<file path="src/rtl/mul_pkg.sv">
// Shared encodings for the iterative multiply sequencer: operation codes,
// FSM state names and the default operand width.
package mul_pkg;

    localparam int MUL_WIDTH = 32;

    typedef enum logic [1:0] {
        MUL_OP_MUL   = 2'b00,
        MUL_OP_UMULL = 2'b01,
        MUL_OP_SMULL = 2'b10,
        MUL_OP_RSVD  = 2'b11
    } mul_op_e;

    typedef enum logic [1:0] {
        S_IDLE = 2'b00,
        S_RUN  = 2'b01,
        S_FIX  = 2'b10,
        S_DONE = 2'b11
    } mul_state_e;

endpackage

</file>
<file path="src/rtl/mul_seq_dp.sv">
// Datapath for the radix-2 shift-add multiplier: operand magnitudes, the
// 2*WIDTH accumulator, the multiplier shift register and the final sign fix.
module mul_seq_dp #(
    parameter int WIDTH = 32
) (
    input  logic                 clk,
    input  logic                 reset,
    input  logic                 load,
    input  logic                 step,
    input  logic                 fix,
    input  logic                 smull,
    input  logic [WIDTH-1:0]     a,
    input  logic [WIDTH-1:0]     b,
    output logic [2*WIDTH-1:0]   final_val,
    output logic [WIDTH-1:0]     result_lo,
    output logic [WIDTH-1:0]     result_hi
);

    localparam logic [WIDTH-1:0]   ONE_W  = {{(WIDTH-1){1'b0}}, 1'b1};
    localparam logic [2*WIDTH-1:0] ONE_2W = {{(2*WIDTH-1){1'b0}}, 1'b1};

    logic [WIDTH-1:0]   mcand_q;
    logic [WIDTH-1:0]   mplier_q;
    logic [WIDTH-1:0]   mplier_d;
    logic [2*WIDTH-1:0] acc_q;
    logic [2*WIDTH-1:0] acc_d;
    logic [2*WIDTH-1:0] res_q;
    logic               neg_q;
    logic [WIDTH-1:0]   a_mag;
    logic [WIDTH-1:0]   b_mag;
    logic [WIDTH:0]     sum;

    always_comb begin
        a_mag = (smull && a[WIDTH-1]) ? (~a + ONE_W) : a;
        b_mag = (smull && b[WIDTH-1]) ? (~b + ONE_W) : b;
        sum   = {1'b0, acc_q[2*WIDTH-1:WIDTH]} + (mplier_q[0] ? {1'b0, mcand_q} : '0);
        // Shift {carry, accumulator, multiplier} right by one as a single word.
        acc_d    = {sum, acc_q[WIDTH-1:1]};
        mplier_d = {acc_q[0], mplier_q[WIDTH-1:1]};
        final_val = neg_q ? (~acc_q + ONE_2W) : acc_q;
    end

    always_ff @(posedge clk) begin
        if (reset) begin
            mcand_q  <= '0;
            mplier_q <= '0;
            acc_q    <= '0;
            neg_q    <= 1'b0;
            res_q    <= '0;
        end else begin
            if (load) begin
                mcand_q  <= a_mag;
                mplier_q <= b_mag;
                acc_q    <= '0;
                neg_q    <= smull & (a[WIDTH-1] ^ b[WIDTH-1]);
            end else if (step) begin
                acc_q    <= acc_d;
                mplier_q <= mplier_d;
            end
            if (fix) begin
                res_q <= final_val;
            end
        end
    end

    assign result_lo = res_q[WIDTH-1:0];
    assign result_hi = res_q[2*WIDTH-1:WIDTH];

endmodule

</file>
<file path="src/rtl/mul_seq.sv">
// Multiply sequencer: IDLE/RUN/FIX/DONE control, iteration counter and
// N/Z flag registers around the shift-add datapath.
module mul_seq
    import mul_pkg::*;
#(
    parameter int WIDTH = MUL_WIDTH,
    parameter int CNT_W = 5
) (
    input  logic             clk,
    input  logic             reset,
    input  logic             start,
    input  logic [1:0]       op,
    input  logic [WIDTH-1:0] a,
    input  logic [WIDTH-1:0] b,
    output logic             busy,
    output logic             done,
    output logic [WIDTH-1:0] result_lo,
    output logic [WIDTH-1:0] result_hi,
    output logic             flag_n,
    output logic             flag_z
);

    localparam logic [CNT_W-1:0] CNT_LAST = CNT_W'(WIDTH - 1);
    localparam logic [CNT_W-1:0] CNT_ONE  = CNT_W'(1);

    mul_state_e         state_q;
    logic [CNT_W-1:0]   cnt_q;
    logic [1:0]         op_q;
    logic               busy_q;
    logic               done_q;
    logic               flag_n_q;
    logic               flag_z_q;
    logic               flag_n_d;
    logic               flag_z_d;
    logic               load;
    logic               step;
    logic               fix;
    logic               is_mul;
    logic [2*WIDTH-1:0] final_val;

    assign load   = (state_q == S_IDLE) && start;
    assign step   = (state_q == S_RUN);
    assign fix    = (state_q == S_FIX);
    assign is_mul = (op_q == MUL_OP_MUL);

    // MUL reports flags on the low word only; the long forms use all 2*WIDTH bits.
    always_comb begin
        flag_n_d = is_mul ? final_val[WIDTH-1] : final_val[2*WIDTH-1];
        flag_z_d = is_mul ? ~|final_val[WIDTH-1:0] : ~|final_val;
    end

    always_ff @(posedge clk) begin
        if (reset) begin
            state_q  <= S_IDLE;
            cnt_q    <= '0;
            op_q     <= MUL_OP_MUL;
            busy_q   <= 1'b0;
            done_q   <= 1'b0;
            flag_n_q <= 1'b0;
            flag_z_q <= 1'b0;
        end else begin
            done_q <= 1'b0;
            case (state_q)
                S_IDLE: begin
                    if (start) begin
                        op_q    <= op;
                        cnt_q   <= '0;
                        busy_q  <= 1'b1;
                        state_q <= S_RUN;
                    end
                end
                S_RUN: begin
                    cnt_q <= cnt_q + CNT_ONE;
                    if (cnt_q == CNT_LAST) begin
                        state_q <= S_FIX;
                    end
                end
                S_FIX: begin
                    flag_n_q <= flag_n_d;
                    flag_z_q <= flag_z_d;
                    done_q   <= 1'b1;
                    state_q  <= S_DONE;
                end
                S_DONE: begin
                    busy_q  <= 1'b0;
                    state_q <= S_IDLE;
                end
                default: state_q <= S_IDLE;
            endcase
        end
    end

    mul_seq_dp #(.WIDTH(WIDTH)) u_dp (
        .clk       (clk),
        .reset     (reset),
        .load      (load),
        .step      (step),
        .fix       (fix),
        .smull     (op == MUL_OP_SMULL),
        .a         (a),
        .b         (b),
        .final_val (final_val),
        .result_lo (result_lo),
        .result_hi (result_hi)
    );

    assign busy   = busy_q;
    assign done   = done_q;
    assign flag_n = flag_n_q;
    assign flag_z = flag_z_q;

endmodule

</file>
<file path="config.mk">
export PLATFORM = sky130hd
export DESIGN_NAME = mul_seq
export DESIGN_NICKNAME = d
export VERILOG_FILES = /design/src/rtl/mul_pkg.sv /design/src/rtl/mul_seq_dp.sv /design/src/rtl/mul_seq.sv
export SDC_FILE = /design/constraint.sdc
export NUM_CORES = 1
export LEC_CHECK = 0
export BUFFER_PORTS_ARGS = -buffer_cell sky130_fd_sc_hd__clkbuf_2
export CORE_AREA = 2 2 185 187
export CTS_CLUSTER_SIZE = 10
export DETAILED_ROUTE_END_ITERATION = 16
export DIE_AREA = 0 0 187 189
export GPL_TIMING_DRIVEN = 0
export HOLD_SLACK_MARGIN = 0.15
export MAX_ROUTING_LAYER = met4
export PLACE_DENSITY = 0.54
export SLEW_MARGIN = 20
export SYNTH_ARGS = -nofsm -noshare
export SYNTH_HDL_FRONTEND = slang
export SYNTH_SLANG_ARGS = --single-unit
</file>
<file path="constraint.sdc">
create_clock -name clk -period 8.7 [get_ports clk]
set_clock_uncertainty 0.1 [all_clocks]
set_input_delay 1.74 -clock clk [delete_from_list [all_inputs] [get_ports clk]]
set_output_delay 1.74 -clock clk [all_outputs]
set_load 0.005 [all_outputs]
</file>
==> results of run 1 <==
[sequential cells by signal, summed over array words and instances, names as in the netlist]
signal,flops
done,1
cnt_q,5
u_dp.res_q,64
u_dp.acc_q,64
u_dp.mplier_q,32
op_q,2
flag_n,1
busy,1
state_q,2
u_dp.mcand_q,32
flag_z,1
u_dp.neg_q,1
[logic make-up after synthesis]
| family | count (synthesis) | share of synthesized area [%] |
|---|---|---|
| multiplexers | 101 | 8.09 |
| AO/OA/AOI/OAI | 348 | 18.9 |
| buffers and inverters | 134 | 5.12 |
| flip-flops | 206 | 32.8 |
| adder cells (fa/ha/maj) | 43 | 4.34 |
| XOR/XNOR | 144 | 10.0 |
| AND/OR/NAND/NOR | 545 | 20.7 |
[worst min-delay path, stage by stage (launching register included)]
cell	delay (ps)
dfxtp_1	300
nand2_1	50
a21oi_1	50
[stage by stage]
stage                     cells  util, %  instance area, um2  setup WS (ps)
after detailed placement   2104     41.5               13800           3380
after CTS                  2143     43.9               14600           3910
after global placement     2104     41.5               13800           3360
after global routing       2143     43.9               14600           3700
after floorplan            1521        -               12600           3910
final                      2143     43.9               14600           3930
[path summary, 6_finish.rpt]
| kind | startpoint | cells after the start | to | slack [ps] |
|---|---|---|---|---|
| max | a[6] | 10 | u_dp.mcand_q[28]$_SDFFE_PP0P_ | 3930 |
| min | u_dp.mcand_q[22]$_SDFFE_PP0P_ | 2 | u_dp.mcand_q[22]$_SDFFE_PP0P_ | 350 |
| max reg2reg | u_dp.mplier_q[0]$_SDFFE_PP0P_ | 15 | u_dp.acc_q[61]$_SDFFE_PP0P_ | 4130 |
| min reg2reg | u_dp.mcand_q[22]$_SDFFE_PP0P_ | 2 | u_dp.mcand_q[22]$_SDFFE_PP0P_ | 350 |
[cell usage after synthesis (3+ instances only)]
library cell  count  share of area [%]
mux2_2            5               0.45
nand2b_1         13               0.65
nand3_1          23               0.92
xor2_1           87                6.1
a311oi_1          7               0.49
a41oi_1           3               0.21
o31ai_1          30                1.8
buf_1            11               0.33
a21oi_1          64                2.5
clkbuf_8          6               0.66
dfxtp_1         206                 33
and2_1           36                1.8
nand4_1          12               0.60
or2_2             7               0.35
a32oi_1           5               0.35
nor4_1           19               0.95
o21ai_0          55                2.2
ha_1             42                4.2
mux2i_1          96                7.6
o211ai_1          3               0.18
and3_1            8               0.40
nor3b_1           4               0.24
or4_4             3               0.27
nor2_1          240                7.2
a31oi_1           9               0.45
nand2_1          96                2.9
o22ai_1           3               0.15
nand3b_1          5               0.30
nor2b_1           8               0.40
clkbuf_1         82                2.4
or4_1            14               0.84
nor3_1           23               0.92
or3_2             7               0.42
inv_1            24               0.72
o21a_1            7               0.42
or3_1            15               0.75
o31a_1            3               0.21
o41ai_1          10               0.70
buf_6             6               0.54
a32o_1            4               0.32
a211oi_1        114                6.8
xnor2_1          57                4.0
o21bai_1          3               0.18
a21o_1           10               0.60
[power by group through the flow]
stage               Clock (mW)  Combinational, mW  Sequential [mW]
global placement             0               1.38             1.33
CTS                       1.04               1.40             1.31
finish                    1.02               1.38             1.31
global route              1.08               1.55             1.34
detailed placement           0               1.40             1.33
floorplan                    0              0.965             1.30
[cell type report]
type,instances,area (um2)
Buffer,109,549
Clock buffer,36,759
Clock inverter,3,40.0
Fill cell,3443,18700
Inverter,25,93.8
Multi-Input combinational cell,1181,7800
Sequential cell,206,4120
Tap cell,448,561
Timing Repair Buffer,135,676
[routing by layer]
layer	global-route usage (%)	up-vias	wire length, um
met4	5.98	0	958
met3	2.95	60	1910
li1	-	5787	-
met1	28.8	5266	18200
met5	-	-	0
met2	32.8	291	16100
==> results.tsv, run 1 <==
metric	value	unit
finalCritPeriodShare	54.8	%
worstPathRequired	8980	ps
ys_seq_area_share	32.8	%
drive_above_1_share	12.6	%
max_freq	210	MHz
worst_pin_slew	941	ps
path_cells	clkbuf_2, or4_1, or4_1, or3_1, or2_2, o41ai_1, o21ai_1, or3_1, nand3_1, a21oi_1	
antenna_cells	0	
grt_max_degree	13	
dp_hpwl	28.9	mm
remaining_drc_errors	0	
p_switching	1.35	mW
max_cap_violations	0	
worstSkewPairLatency	530	ps
hold_buffers	0	
io_pins	137	
chipWidth	187	um
vias	11400	
cts_setup_buffers	0	
setup_tns	0	ps
synthToLayoutAreaGrowth	16.2	%
hold_class	register to register	
clock_sinks	206	
cp_num_buf_inv	1	
status	finished, final reports clean	
sw_frac_of_total	36.3	%
wl	37.2	mm
rsz0062_at_grt	false	
mostFrequentLayoutCells	nor2_1, dfxtp_1, clkbuf_2, a211oi_1	
p_int	2.37	mW
gp_congestion	0.886	
netlist_area	12600	um2
cp.arrival	5050	ps
synth_warnings	0	
grt_pass1_wl	59.2	mm
cp_top_family	simple AND/OR/NAND/NOR gates	
synth-edff-count	0	
drt_pass1_iterations	5	
clk_pin_slew	50	ps
vdd.ir_drop.worst	0.000152	V
slew_headroom	37.2	%
grt_pass1_vias	10800	
cp_max_fo	9	
finalSetupViolCount	0	
hold_viol	0	
die_area	35300	um2
antenna_found_initial	0	
ys_ff_latch	206	
power_frac_comb	37.2	%
synth_fp_nets	1633	
leakagePower	5.86	nW
portBuffers	135	
h-tree-depth	1	
end_kind	register	
core	33300	um2
clk_path_buf_depth	3	
cp_slowest_cell	or4_1	
syn_inst	1521	
p_clk_share	27.5	%
cts_resized	0	
final_common_cell	nor2_1	
p_total	3.72	mW
rows	67	
p_seq_share	35.2	%
crit_type	input port to register	
avgRoutedWirePerCell	17.3	um
ys_types	71	
avgSynthCellArea	8.26	um2
slowest_delay	580	ps
ant_nets	0	
worst_setup_path_start_kind	input port	
synthFlopType	dfxtp_1	
die_height	189	um
vias_per_cell	5.32	
cts_buffers	26	
synthArstFlopShare	0	%
final_nets	1796	
grt_usage	21.2	%
gr-total-overflow	0	
whs	349	ps
cts_tree	built	
ctsRootBufferMaster	clkbuf_16	
maxSlewViolCount	0	
initial_utilization	37.8	%
period_minus_slack	4770	ps
power-per-cell-area	255	nW/um2
drt_iter0_drc	537	
Note: power is estimated with default switching activity, not from simulation.
==> run 2, diff against run 1 <==
==> constraint.sdc (replaced) <==
create_clock -name clk -period 4.7 [get_ports clk]
set_clock_uncertainty 0.1 [all_clocks]
set_input_delay 0.94 -clock clk [delete_from_list [all_inputs] [get_ports clk]]
set_output_delay 0.94 -clock clk [all_outputs]
set_load 0.005 [all_outputs]
==> results.tsv, run 2 (same netlist as run 1, synthesis figures left out) <==
metric	value	unit	change
drive_above_1_share	12.7	%	+0.12 points
remaining_drc_errors	0		unchanged
die_height	189	um	unchanged
drt_pass1_iterations	5		unchanged
routedLengthMet1	18.2	mm	about the same
rows	67		unchanged
ctsRootBufferMaster	clkbuf_16		
mostFrequentLayoutCells	nor2_1, dfxtp_1, clkbuf_2, a211oi_1		
worst_setup_path_start_kind	register		
wl	37.2	mm	about the same
reg2reg_depth	13		-2
reg2reg_to	flag_z$_SDFFE_PP0P_		
die_area	35300	um2	unchanged
end_kind	register		
dp_hpwl	28.9	mm	unchanged
hold_viol	0		unchanged
period_minus_slack	4360	ps	
finalCritPeriodShare	92.7	%	
worst_pin_slew	941	ps	unchanged
gp_congestion	0.886		unchanged
cts_tree	built		
grt_usage	21.2	%	unchanged
worstSkewPairLatency	530	ps	about the same
clk_path_buf_depth	3		unchanged
gr-total-overflow	0		unchanged
hold_class	register to register		
dr_wl_met3	1.89	mm	-1.2%
h-tree-depth	1		unchanged
clock_sinks	206		unchanged
wl_met2	16.1	mm	+0.13%
chipWidth	187	um	unchanged
drt_iter0_drc	537		unchanged
rsz0062_at_grt	false		
reg2reg_from	u_dp.acc_q[3]$_SDFFE_PP0P_		
cts_buffers	26		unchanged
grt_pass1_wl	59.2	mm	unchanged
cp.arrival	4730	ps	-320 ps
highest_layer	met4		
max_freq	229	MHz	
io_pins	137		unchanged
critical_path.startpoint	u_dp.acc_q[3]$_SDFFE_PP0P_		
endpoint	flag_z$_SDFFE_PP0P_		
core	33300	um2	unchanged
antenna_found_initial	0		unchanged
vias	11400		-0.026%
final_nets	1796		unchanged
multi_input_area	7810	um2	about the same
antenna_cells	0		unchanged
timing.final.ws_setup	342	ps	-3590 ps
fill_cells	3441		-0.058%
final_common_cell	nor2_1		
largestRegisters	u_dp.acc_q x64, u_dp.res_q x64		
worstPathRequired	5070	ps	-3910 ps
avgRoutedWirePerCell	17.3	um	about the same
status	finished, final reports clean		
pre_cts_ws	184	ps	-3200 ps
cp_max_fo	10		+1
vdd.ir_drop.worst	0.000282	V	+85%
vias_per_cell	5.32		about the same
max_cap_violations	0		unchanged
seq_area	4120	um2	unchanged
crit_type	register to register		
power-per-cell-area	471	nW/um2	+85%
portBuffers	135		unchanged
setup_tns	0	ps	unchanged
finalSetupViolCount	0		unchanged
slew_headroom	37.2	%	unchanged
grt_pass1_vias	10800		unchanged
leakagePower	5.87	nW	about the same
r2r_slack	340	ps	-3790 ps
synthToLayoutAreaGrowth	16.3	%	about the same
ant_nets	0		unchanged
maxSlewViolCount	0		unchanged
cts_resized	0		unchanged
hold_buffers	0		unchanged
cts_setup_buffers	0		unchanged
initial_utilization	37.8	%	unchanged
clk_pin_slew	60	ps	about the same
grt_max_degree	13		unchanged
-- run 2: critical path, cell delays in order (launching register included) --
cell and delay, ps:
dfxtp_1 300, clkbuf_8 150, or4_4 540, or4_1 400, buf_2 200, or4_4 550
buf_6 160, o41ai_1 380, xor2_1 420, nand4_1 150, nor4_1 310, nand4_1 180
o32ai_1 310, a32o_1 150
-- run 2: final cells by class --
cell class / instances / area share, %
multi-input combinational: 1181 / 53.4
sequential: 206 / 28.2
timing repair buffer: 135 / 4.62
buffer: 109 / 3.77
clock inverter: 3 / 0.274
tap: 448 / 3.84
clock buffer: 36 / 5.20
inverter: 25 / 0.642
-- run 2: power by group --
| part | switching (mW) | internal (mW) | total (mW) |
|---|---|---|---|
| Combinational | 1.51 | 1.06 | 2.56 |
| Clock | 0.736 | 1.16 | 1.89 |
| Sequential | 0.254 | 2.17 | 2.42 |
-- run 2: worst min-delay path by stage --
stage	start	slack [ps]	endpoint	cells after the start
after floorplan	u_dp.mcand_q[20]$_SDFFE_PP0P_	330	u_dp.mcand_q[20]$_SDFFE_PP0P_	2
after CTS	u_dp.mcand_q[20]$_SDFFE_PP0P_	350	u_dp.mcand_q[20]$_SDFFE_PP0P_	2
after global routing	u_dp.mcand_q[28]$_SDFFE_PP0P_	370	u_dp.mcand_q[28]$_SDFFE_PP0P_	2
after detailed placement	u_dp.mcand_q[31]$_SDFFE_PP0P_	340	u_dp.mcand_q[31]$_SDFFE_PP0P_	2
final	u_dp.mcand_q[22]$_SDFFE_PP0P_	350	u_dp.mcand_q[22]$_SDFFE_PP0P_	2
after global placement	u_dp.mcand_q[28]$_SDFFE_PP0P_	340	u_dp.mcand_q[28]$_SDFFE_PP0P_	2
-- run 2: per-stage QoR --
step	util (%)	area, um2	cells	hold WS (ps)	power, mW
after floorplan	-	12600	1521	327	4.19
after global placement	41.5	13800	2104	335	5.01
after detailed placement	41.5	13800	2104	344	5.04
after CTS	43.9	14600	2143	351	6.95
after global routing	43.9	14600	2143	373	7.34
final	43.9	14600	2143	349	6.88
-- run 2: per-layer routing --
layer / track usage, % / vias up
met3: 2.95 / 62
met4: 5.98 / 0
met5: - / -
li1: - / 5786
met2: 32.8 / 285
met1: 28.8 / 5268
==> run 3, diff against run 2 <==
--- a/config.mk
+++ b/config.mk
@@ -6,6 +6,7 @@
 export NUM_CORES = 1
 export LEC_CHECK = 0
 export BUFFER_PORTS_ARGS = -buffer_cell sky130_fd_sc_hd__clkbuf_2
+export CAP_MARGIN = 10
 export CORE_AREA = 2 2 185 187
 export CTS_CLUSTER_SIZE = 10
 export DETAILED_ROUTE_END_ITERATION = 16
@@ -14,7 +15,7 @@
 export HOLD_SLACK_MARGIN = 0.15
 export MAX_ROUTING_LAYER = met4
 export PLACE_DENSITY = 0.54
-export SLEW_MARGIN = 20
+export REMOVE_ABC_BUFFERS = 1
 export SYNTH_ARGS = -nofsm -noshare
 export SYNTH_HDL_FRONTEND = slang
 export SYNTH_SLANG_ARGS = --single-unit
==> results.tsv, run 3 (same netlist as run 1, synthesis figures left out) <==
metric	value	unit	change
fin_area	14200	um2	-3.0%
initial_utilization	37.8	%	unchanged
cts_tree	built		
cts_buffers	25		-3.8%
hold_viol	0		unchanged
seq_area	4130	um2	about the same
antenna_found_initial	0		unchanged
core	33300	um2	unchanged
place_area	13500	um2	-2.3%
mostFrequentLayoutCells	nor2_1, dfxtp_1, clkbuf_2, a211oi_1, mux2i_1		
worstSkewPairLatency	530	ps	about the same
worst_setup_path_start_kind	register		
finalCritPeriodShare	92.3	%	-0.47 points
end_kind	register		
p_switching	2.35	mW	-6.1%
worstPathRequired	5060	ps	about the same
clk_pin_slew	50	ps	about the same
hold_depth	2		unchanged
worst_pin_slew	840	ps	-101 ps
power-per-cell-area	461	nW/um2	-2.2%
sw_frac_of_total	35.9	%	-0.40 points
vias_per_cell	5.27		-0.87%
crit_type	register to register		
cp.arrival	4690	ps	-40 ps
vdd.ir_drop.worst	0.000237	V	-16%
p_int	4.19	mW	-4.5%
gr-total-overflow	0		unchanged
wl	31.5	mm	-15%
synthToLayoutAreaGrowth	12.8	%	
slew_headroom	43.5	%	+6.2 points
io_pins	137		unchanged
max_cap_violations	0		unchanged
grt_max_degree	92		+79
ant_nets	0		unchanged
maxSlewViolCount	0		unchanged
drt_pass1_iterations	6		+1
path_cells	and2_1, ha_1, inv_1, fa_1, nor2b_1, o31a_1, o31ai_1, a31oi_1, a311oi_1, a211o_1, a31oi_1, a31oi_1, or4b_2, nand3_1		
timing.final.ws_setup	364	ps	+22.1 ps
status	finished, final reports clean		
largestRegisters	u_dp.acc_q x64, u_dp.res_q x64		
p_seq_share	37.7	%	+2.5 points
leakagePower	5.69	nW	-3.1%
drt_iter0_drc	624		+16%
gp_congestion	0.841		-5.1%
clock_sinks	206		unchanged
portBuffers	136		+0.74%
cp_max_fo	33		+23
p_clk_share	26.0	%	-1.5 points
remaining_drc_errors	0		unchanged
max_freq	231	MHz	+0.51%
final_common_cell	nor2_1		
cts_setup_buffers	0		unchanged
reg2reg_depth	14		+1
vias	10700		-5.8%
pre_cts_ws	83.4	ps	-101 ps
ctsRootBufferMaster	clkbuf_16		
die_area	35300	um2	unchanged
die_height	189	um	unchanged
dp_hpwl	23.1	mm	-20%
period_minus_slack	4340	ps	-22.1 ps
rows	67		unchanged
clk_path_buf_depth	3		unchanged
antenna_cells	0		unchanged
slowest_delay	620	ps	+70 ps
hold_class	register to register		
rsz0062_at_grt	false		
h-tree-depth	1		unchanged
power_frac_comb	36.3	%	-0.9 points
chipWidth	187	um	unchanged
grt_pass1_wl	51.6	mm	-13%
finalSetupViolCount	0		unchanged
multi_input_area	7830	um2	+0.32%
cp_slowest_cell	or4b_2		
drive_above_1_share	13.2	%	+0.47 points
fill_cells	3387		-1.6%
final_nets	1695		-5.6%
grt_pass1_vias	10100		-6.1%
avgRoutedWirePerCell	15.4	um	-11%
grt_usage	17.9	%	-3.3 points
crit_top_cell	a31oi_1		
run 3: cell types whose count changed in the layout (fill, tap and decap cells not counted), sizes merged:
cell    change
clkbuf     -93
buf        -12
bufbuf      -1
bufinv      -1
inv         +1
run 3: path summary, 6_finish.rpt:
| check | startpoint | endpoint | slack [ps] |
|---|---|---|---|
| setup reg to reg | u_dp.mplier_q[0]$_SDFFE_PP0P_ | u_dp.acc_q[61]$_SDFFE_PP0P_ | 360 |
| hold reg to reg | u_dp.mcand_q[28]$_SDFFE_PP0P_ | u_dp.mcand_q[28]$_SDFFE_PP0P_ | 340 |
| hold / removal | u_dp.mcand_q[28]$_SDFFE_PP0P_ | u_dp.mcand_q[28]$_SDFFE_PP0P_ | 340 |
| setup / recovery | u_dp.mplier_q[0]$_SDFFE_PP0P_ | u_dp.acc_q[61]$_SDFFE_PP0P_ | 360 |
run 3: layer usage:
| metal | track usage [%] | vias to the layer above | share of wire [%] |
|---|---|---|---|
| met4 | 4.73 | 0 | 2.5 |
| met1 | 23.4 | 4912 | 48 |
| met2 | 29.4 | 196 | 46 |
| met3 | 2.11 | 51 | 3.2 |
| li1 | - | 5584 | - |
| met5 | - | - | 0 |
run 3: per-stage QoR:
step / std cells / TNS (ps) / util (%) / total power [mW] / hold WS (ps)
2_1_floorplan: 1412 / -2470 / - / 4.18 / 321
3_3_place_gp: 1996 / -112070 / 39.8 / 4.94 / 335
3_5_place_dp: 2004 / 0 / 40.5 / 4.89 / 344
4_1_cts: 2037 / 0 / 42.6 / 6.63 / 350
5_1_grt: 2037 / 0 / 42.6 / 6.99 / 364
6_report: 2037 / 0 / 42.6 / 6.53 / 343
run 3: layout make-up:
cell class / count / share of cell area, %
multi-input cells: 1181 / 55.2
flip-flops and latches: 206 / 29.1
repair buffers: 144 / 6.15
clock buffers: 30 / 4.76
well taps: 448 / 3.95
inverters: 25 / 0.662
clock inverters: 3 / 0.132
run 3: what timing repair did:
| item | in CTS | in global routing |
|---|---|---|
| hold buffers | 0 | 0 |
| resized for setup | 0 | 1 |
| setup endpoints to repair | 0 | 1 |
run 3: power groups by stage:
stage,sequential [mW],clock (mW),combinational [mW]
finish,2.47,1.70,2.37
global route,2.53,1.82,2.64
CTS,2.47,1.76,2.40
detailed placement,2.50,0,2.39
global placement,2.49,0,2.45
floorplan,2.43,0,1.75
run 3: critical path: cells and delay by family, from the launching register on:
kind	cells	cell delay, ps
compound gates	7	1760
simple gates	4	1110
flops	1	610
fa+ha+maj	2	600
buf+inv	1	70
